$ cat src/rtl/paint_cmd_rx_if.sv
// SPI-side inputs and pixel-write outputs of the paint command receiver.
interface paint_cmd_rx_if;
    logic       sck;
    logic       sdi;
    logic       cs;
    logic       wr_en;
    logic [7:0] wx;
    logic [7:0] wy;
    logic [2:0] new_color;
    logic       brush;
    logic       frame_err;

    modport master (
        output sck, sdi, cs,
        input  wr_en, wx, wy, new_color, brush, frame_err
    );

    modport slave (
        input  sck, sdi, cs,
        output wr_en, wx, wy, new_color, brush, frame_err
    );
endinterface

$ cat src/rtl/paint_cmd_rx.sv
// SPI-slave command receiver: 3-byte commands -> pixel write pulses and
// held colour/brush state, all in the pixel clock domain.
module paint_cmd_rx #(
    parameter int         SYNC_STAGES = 2,
    parameter logic [2:0] RESET_COLOR = 3'b101
) (
    input  logic           clk,
    input  logic           reset,
    paint_cmd_rx_if.slave  bus
);

    typedef enum logic {IDLE, SHIFT} state_t;

    state_t                 state_q, state_d;
    logic [SYNC_STAGES-1:0] sck_sync, sdi_sync, cs_sync;
    logic                   sck_hist;
    logic                   sck_s, sdi_s, cs_s, sck_rise;
    logic                   shift_en, abort, boundary;

    logic [7:0] shreg, cmd, xb, yb;
    logic [2:0] bit_cnt;
    logic [1:0] byte_cnt;
    logic       byte_done;   // shreg holds a complete byte
    logic       cmd_rdy;     // cmd/xb/yb hold a complete command
    logic       err_p, err_q;

    logic       wr_en_q, frame_err_q, brush_q;
    logic [7:0] wx_q, wy_q;
    logic [2:0] color_q;

    assign sck_s    = sck_sync[SYNC_STAGES-1];
    assign sdi_s    = sdi_sync[SYNC_STAGES-1];
    assign cs_s     = cs_sync[SYNC_STAGES-1];
    assign sck_rise = sck_s & ~sck_hist;

    // A command boundary: nothing shifted, and either no byte pending or the
    // final byte of a command is about to be stored.
    assign boundary = (bit_cnt == 3'd0) &&
                      (byte_done ? (byte_cnt == 2'd2) : (byte_cnt == 2'd0));

    // Synchronise the asynchronous serial inputs; cs idles high.
    always_ff @(posedge clk or negedge reset) begin
        if (!reset) begin
            sck_sync <= '0;
            sdi_sync <= '0;
            cs_sync  <= '1;
            sck_hist <= 1'b0;
        end else begin
            sck_sync <= {sck_sync[SYNC_STAGES-2:0], bus.sck};
            sdi_sync <= {sdi_sync[SYNC_STAGES-2:0], bus.sdi};
            cs_sync  <= {cs_sync[SYNC_STAGES-2:0], bus.cs};
            sck_hist <= sck_s;
        end
    end

    // FSM state register.
    always_ff @(posedge clk or negedge reset) begin
        if (!reset) state_q <= IDLE;
        else        state_q <= state_d;
    end

    // Next state; a cs rise outranks an sck rise in the same cycle.
    always_comb begin
        state_d  = state_q;
        shift_en = 1'b0;
        abort    = 1'b0;
        case (state_q)
            IDLE:  if (!cs_s) state_d = SHIFT;
            SHIFT: begin
                if (cs_s) begin
                    state_d = IDLE;
                    abort   = 1'b1;
                end else begin
                    shift_en = sck_rise;
                end
            end
            default: state_d = IDLE;
        endcase
    end

    // Bit/byte assembly; a completed command finishes decoding even if cs
    // rises right after its last bit.
    always_ff @(posedge clk or negedge reset) begin
        if (!reset) begin
            shreg     <= '0;
            cmd       <= '0;
            xb        <= '0;
            yb        <= '0;
            bit_cnt   <= '0;
            byte_cnt  <= '0;
            byte_done <= 1'b0;
            cmd_rdy   <= 1'b0;
            err_p     <= 1'b0;
        end else begin
            byte_done <= 1'b0;
            cmd_rdy   <= 1'b0;
            err_p     <= 1'b0;
            if (shift_en) begin
                shreg   <= {shreg[6:0], sdi_s};
                bit_cnt <= bit_cnt + 3'd1;
                if (bit_cnt == 3'd7) byte_done <= 1'b1;
            end
            if (byte_done) begin
                case (byte_cnt)
                    2'd0:    cmd <= shreg;
                    2'd1:    xb  <= shreg;
                    default: yb  <= shreg;
                endcase
                if (byte_cnt == 2'd2) begin
                    byte_cnt <= 2'd0;
                    cmd_rdy  <= 1'b1;
                end else begin
                    byte_cnt <= byte_cnt + 2'd1;
                end
            end
            if (abort) begin
                bit_cnt <= '0;
                err_p   <= ~boundary;
                if (!boundary) begin
                    byte_cnt <= '0;
                    cmd_rdy  <= 1'b0;
                end
            end
        end
    end

    // Decode and registered outputs; abort errors are delayed to line up
    // with the command-decode latency.
    always_ff @(posedge clk or negedge reset) begin
        if (!reset) begin
            err_q       <= 1'b0;
            wr_en_q     <= 1'b0;
            frame_err_q <= 1'b0;
            wx_q        <= '0;
            wy_q        <= '0;
            color_q     <= RESET_COLOR;
            brush_q     <= 1'b0;
        end else begin
            err_q       <= err_p;
            wr_en_q     <= 1'b0;
            frame_err_q <= err_q;
            if (cmd_rdy) begin
                case (cmd[7:4])
                    4'h1: begin
                        wr_en_q <= 1'b1;
                        wx_q    <= xb;
                        wy_q    <= yb;
                    end
                    4'h2: begin
                        color_q <= cmd[2:0];
                        brush_q <= cmd[3];
                    end
                    default: frame_err_q <= 1'b1;
                endcase
            end
        end
    end

    assign bus.wr_en     = wr_en_q;
    assign bus.frame_err = frame_err_q;
    assign bus.wx        = wx_q;
    assign bus.wy        = wy_q;
    assign bus.new_color = color_q;
    assign bus.brush     = brush_q;

endmodule

$ cat src/flat_wrapper.sv
// flat-port wrapper written by rule: the top's interface ports become plain ports
module paint_cmd_rx_flat 
#(
    parameter int         SYNC_STAGES = 2,
    parameter logic [2:0] RESET_COLOR = 3'b101
)
  (clk, reset, bus_sck, bus_sdi, bus_cs, bus_wr_en, bus_wx, bus_wy, bus_new_color, bus_brush, bus_frame_err);
  paint_cmd_rx_if bus_i ();
  input  logic clk;
  input  logic reset;
  input wire logic [$bits(bus_i.sck)-1:0] bus_sck;
  input wire logic [$bits(bus_i.sdi)-1:0] bus_sdi;
  input wire logic [$bits(bus_i.cs)-1:0] bus_cs;
  output wire logic [$bits(bus_i.wr_en)-1:0] bus_wr_en;
  output wire logic [$bits(bus_i.wx)-1:0] bus_wx;
  output wire logic [$bits(bus_i.wy)-1:0] bus_wy;
  output wire logic [$bits(bus_i.new_color)-1:0] bus_new_color;
  output wire logic [$bits(bus_i.brush)-1:0] bus_brush;
  output wire logic [$bits(bus_i.frame_err)-1:0] bus_frame_err;
  assign bus_i.sck = bus_sck;
  assign bus_i.sdi = bus_sdi;
  assign bus_i.cs = bus_cs;
  assign bus_wr_en = bus_i.wr_en;
  assign bus_wx = bus_i.wx;
  assign bus_wy = bus_i.wy;
  assign bus_new_color = bus_i.new_color;
  assign bus_brush = bus_i.brush;
  assign bus_frame_err = bus_i.frame_err;
  paint_cmd_rx #(.SYNC_STAGES(SYNC_STAGES), .RESET_COLOR(RESET_COLOR)) u_core (.clk(clk), .reset(reset), .bus(bus_i));
endmodule
$ cat config.mk
export PLATFORM = sky130hd
export DESIGN_NAME = paint_cmd_rx_flat
export DESIGN_NICKNAME = d
export VERILOG_FILES = /design/src/rtl/paint_cmd_rx_if.sv /design/src/rtl/paint_cmd_rx.sv /design/src/flat_wrapper.sv
export SDC_FILE = /design/constraint.sdc
export NUM_CORES = 1
export LEC_CHECK = 0
export BUFFER_PORTS_ARGS = -buffer_cell sky130_fd_sc_hd__buf_2
export CORE_MARGIN = 1
export CORE_UTILIZATION = 25
export CTS_CLUSTER_SIZE = 16
export DETAILED_ROUTE_END_ITERATION = 16
export GPL_TIMING_DRIVEN = 0
export HOLD_SLACK_MARGIN = 0.02
export PLACE_DENSITY = 0.43
export SYNTH_ARGS = -nofsm -noshare
export SYNTH_HDL_FRONTEND = slang
export SYNTH_SLANG_ARGS = --single-unit
$ cat constraint.sdc
create_clock -name clk -period 1.9 [get_ports clk]
set_input_delay 0.095 -clock clk [delete_from_list [all_inputs] [get_ports clk]]
set_output_delay 0.095 -clock clk [all_outputs]
set_load 0.02 [all_outputs]
## After elaboration in Yosys (flattened, before gate mapping)

Cells that the tools add are included.

- Input port bits: 5
- Logic and storage cells: 66
- Register bits: 71
- Output and inout bits: 22

- Bitwise gates (word level): 4
- Equal/unequal tests: 5
- Multiplexer cells: 23
- Reductions and logical operators: 11
- $add $sub $neg: 2

Operator list:

| kind | number |
|---|---|
| 1-bit two-way mux | 17 |
| 2-bit AND reduction | 5 |
| 2-bit two-way mux | 4 |
| 3-bit two-way mux | 2 |
| 4-bit by 1-bit equality test with 1-bit output (second input constant) | 1 |
| 4-bit by 2-bit equality test with 1-bit output (second input constant) | 1 |
| 2-bit OR reduction | 2 |
| 3-bit by 1-bit adder with 3-bit output (second input constant) | 1 |
| 3-bit equality test (second input constant) | 1 |
| 3-bit zero test | 1 |
| 1-bit inverter | 3 |
| 2-bit by 1-bit adder with 2-bit output (second input constant) | 1 |
| 2-bit by 1-bit equality test with 1-bit output (second input constant) | 1 |
| 2-bit equality test (second input constant) | 1 |
| 2-bit zero test | 1 |
| 2-bit nonzero test | 1 |
| 1-bit bitwise AND | 1 |
| 1-bit logical AND | 1 |

## Depth between registers and ports, before layout

- Depth in word-level cells: 6
- Gate-level depth with buffers: 5
- Depth with buffers taken out: 5

## Worst setup path before layout

OpenSTA, ideal clock, no wires.

- Path kind: flip-flop to flip-flop
- From: reg u_core.cs_sync[1]
- To: reg u_core.shreg[4]
- Clock period less this slack: 1.356 ns
- Data required time: 1.775 ns
- Path slack: 0.544 ns
- Buffers on the path: 2
- Library setup time: 0.125 ns
- Arrival: 1.231 ns
- Cell stages (with the launch flop): 5
- Cell sequence: dfstp_2 nor4bb_1 buf_4 buf_6 mux2_2

- Word-level cells in the longest chain between the ends: 2

RTL lines:

| element | line | RTL |
|---|---|---|
| start, declared | paint_cmd_rx.sv:15 | `logic [SYNC_STAGES-1:0] sck_sync, sdi_sync, cs_sync;` |
| start signal, assigned | paint_cmd_rx.sv:51 | `cs_sync <= {cs_sync[SYNC_STAGES-2:0], bus.cs};` |
| 1-bit two-way mux | paint_cmd_rx.sv:70 | `if (cs_s) begin` |
| 1-bit two-way mux | paint_cmd_rx.sv:67 | `case (state_q)` |
| end signal, assigned | paint_cmd_rx.sv:99 | `shreg <= {shreg[6:0], sdi_s};` |
| end, declared | paint_cmd_rx.sv:20 | `logic [7:0] shreg, cmd, xb, yb;` |

Every way passes these cells.
A chain may end at the register's enable or synchronous reset.

## Worst setup path after layout

Ends and elaborated chain as after synthesis.

==> results.toml <==
[logic_synthesis]
synth.net_count = 173
synthMuxAreaShare = 0.220
synthXorXnorAreaFrac = 0
synth-seq-cells = 71
synthCells = 165
ys_types = 25
synth-compound-area-share = 0.0226
avgSynthCellArea_um2 = 16.1
netlist_area_um2 = 2660
synth_seq_area_share = 0.670
synthSimpleGateAreaFrac = 0.0546
ys_warn_count = 0
synth_fa_ha_area_frac = 0.0141
synth_top_family_by_area = "multiplexers"

[timing]
hold_viol_final = 0
fin_crit_sh = 0.774
min_period_ps = 1470
max_freq_mhz = 680
slew_violations = 0
setup_viol = 0
clock_skew_ps = 9.45
slew_headroom = 0.664
tns_ps = 0
worstMarginPinSlew_ps = 504
rsz0062_at_grt = "false"

[worst_setup_path]
cp-end-kind = "flop"
critPathRequiredTime_ps = 2130
path_max_fanout = 10
path_class = "reg2reg"
cp.arrival_ps = 1700
worstSetupStartpointType = "flop"

[layout]
n_antenna_cell = 0
drive_gt1_frac = 0.491
nets = 215
n_fill_cell = 1044
syn2layout_area_growth_pct = 21.1

[drt]
route.detailed.drc = 0
drt_wl_total_um = 4610
drt_iter0_markers = 41
vias_per_cell = 4.06
vias = 1414
avgRoutedWirePerCell_um = 13.2
first_pass_iters = 4
ant_nets = 0

[cts]
cts_sinks = 71
hold_buffers = 4
cts_resized = 0
postCtsSetupBuffers = 0
cts_tree = "built"
cts-root-buf = "clkbuf_8"
numCtsBuffers = 9
htree_levels = 3
clkTransAtPathRegs_ps = 80
clock_latency_ps = 350
cts.path.max_buffers = 2

[status]
run_status = "finished clean"

[die]
coreArea_um2 = 10300
die_w_um = 105
start_util = 0.258
ios = 27
dieArea_um2 = 11100
die_h_um = 105
num_rows = 37

[global_route]
grt_pass1_wl_um = 7780
globalRouteTotalUtil = 0.0964
grt_pass1_vias = 1496
grt_start_max_net_pins = 65
grt-ovfl-total = 0
antenna_found_initial = 0

[min_path]
hp-class = "in2async"

[pwr]
power.total_mw = 2.89
power_density_nw_per_um2 = 899
power.leakage_nw = 1.64
vdd_drop_max_v = 0.000285

[job]
max_cap_violations = 0

[placement]
dp_hpwl_um = 2920
portBuffers = 26
gp_congestion = 0.678
==> report_power, final <==
part	total, mW	leakage, nW	switching (mW)	internal, mW
logic	0.111	0.590	0.0542	0.0568
clock network	1.15	0.0970	0.531	0.620
registers	1.63	0.956	0.0641	1.57
==> sequential cells by signal, summed over array words and instances (netlist names), 3 cells and up <==
name	cells
u_core.yb	8
u_core.bit_cnt	3
u_core.shreg	8
u_core.bus.wx	8
u_core.bus.wy	8
u_core.xb	8
u_core.bus.new_color	3
u_core.cmd	8
==> worst max-delay path: stages, from the launching register on <==
cell and delay [ps]:
dfstp_2 390, nor4bb_1 270, buf_4 220, buf_6 150
mux2_2 330
==> synth_stat cells <==
cell | count | share of area
nand3_1 | 1 | 0.0019
nor2b_4 | 1 | 0.0052
nor3b_4 | 1 | 0.0071
nand2_1 | 9 | 0.013
buf_6 | 2 | 0.0085
dfstp_2 | 4 | 0.040
a21boi_0 | 1 | 0.0028
inv_1 | 5 | 0.0071
nor2_1 | 1 | 0.0014
ha_1 | 3 | 0.014
nand2b_1 | 2 | 0.0047
nor4bb_1 | 1 | 0.0038
dfrtp_1 | 67 | 0.63
nand3b_2 | 1 | 0.0042
nor2_2 | 1 | 0.0024
mux2_2 | 52 | 0.22
nand3_4 | 1 | 0.0066
a21oi_1 | 2 | 0.0038
a21o_1 | 1 | 0.0028
buf_4 | 1 | 0.0028
and2_1 | 1 | 0.0024
a311oi_1 | 1 | 0.0033
nor2b_1 | 1 | 0.0024
o21ai_0 | 4 | 0.0075
a31oi_1 | 1 | 0.0024
==> cells in the final DEF, fill, tap and decap left out, types with 2 or more instances in the layout <==
cell,instances
inv_1,5
nand2b_1,2
buf_4,2
dfstp_2,4
clkbuf_1,3
dlygate4sd3_1,4
buf_6,2
a21oi_1,2
nand2_1,9
buf_2,25
mux2_2,52
ha_1,3
dfrtp_1,67
clkbuf_8,13
o21ai_0,4
==> path summary, 6_finish.rpt <==
| check | start | endpoint | slack (ps) | cells past startpoint |
|---|---|---|---|---|
| min reg2reg | u_core.err_p$_DFF_PN0_ | u_core.err_q$_DFF_PN0_ | 340 | 0 |
| max reg2reg | u_core.cs_sync[1]$_DFF_PN1_ | u_core.shreg[4]$_DFFE_PN0P_ | 430 | 4 |
| min in group clk | u_core.err_p$_DFF_PN0_ | u_core.err_q$_DFF_PN0_ | 340 | 0 |
| max in group asynchronous | reset | u_core.bus.new_color[2]$_DFFE_PN1P_ | 1200 | 3 |
| max | u_core.cs_sync[1]$_DFF_PN1_ | u_core.shreg[4]$_DFFE_PN0P_ | 430 | 4 |
| min | reset | u_core.bus.wr_en$_DFF_PN0_ | 110 | 2 |
==> cell families after synthesis <==
| family | after synthesis |
|---|---|
| compound gates | 10 |
| fa+ha+maj | 3 |
| buf+inv | 8 |
| flops | 71 |
| mux | 52 |
| simple gates | 21 |
==> cell type report <==
type                    instances  area (µm²)  area share
plain buffers                   3        30.0     0.00933
clock buffers                  16         190      0.0591
inverters                       5        18.8     0.00583
multi-input cells              86         828       0.257
flip-flops and latches         71        1780       0.553
well taps                     136         170      0.0529
repair buffers                 31         200      0.0622
==> routing by layer <==
| metal | share of wire | wire, µm | vias to the layer above | GRT usage |
|---|---|---|---|---|
| li1 | - | - | 664 | - |
| met1 | 0.50 | 2300 | 715 | 0.127 |
| met2 | 0.43 | 2000 | 25 | 0.136 |
| met3 | 0.039 | 181 | 10 | 0.0318 |
| met4 | 0.026 | 119 | 0 | 0.0604 |
| met5 | 0 | 0 | - | 0 |
==> through the flow <==
stage	utilization	setup slack, ps	instances	cell area, µm²	hold slack [ps]
6_report	0.312	429	348	3220	109
4_1_cts	0.312	416	348	3220	88.6
3_5_place_dp	0.290	421	328	2990	-63.8
2_1_floorplan	-	544	165	2660	-201
5_1_grt	0.312	290	348	3220	105
3_3_place_gp	0.287	251	327	2960	201
(Power assumes the default switching activity.)
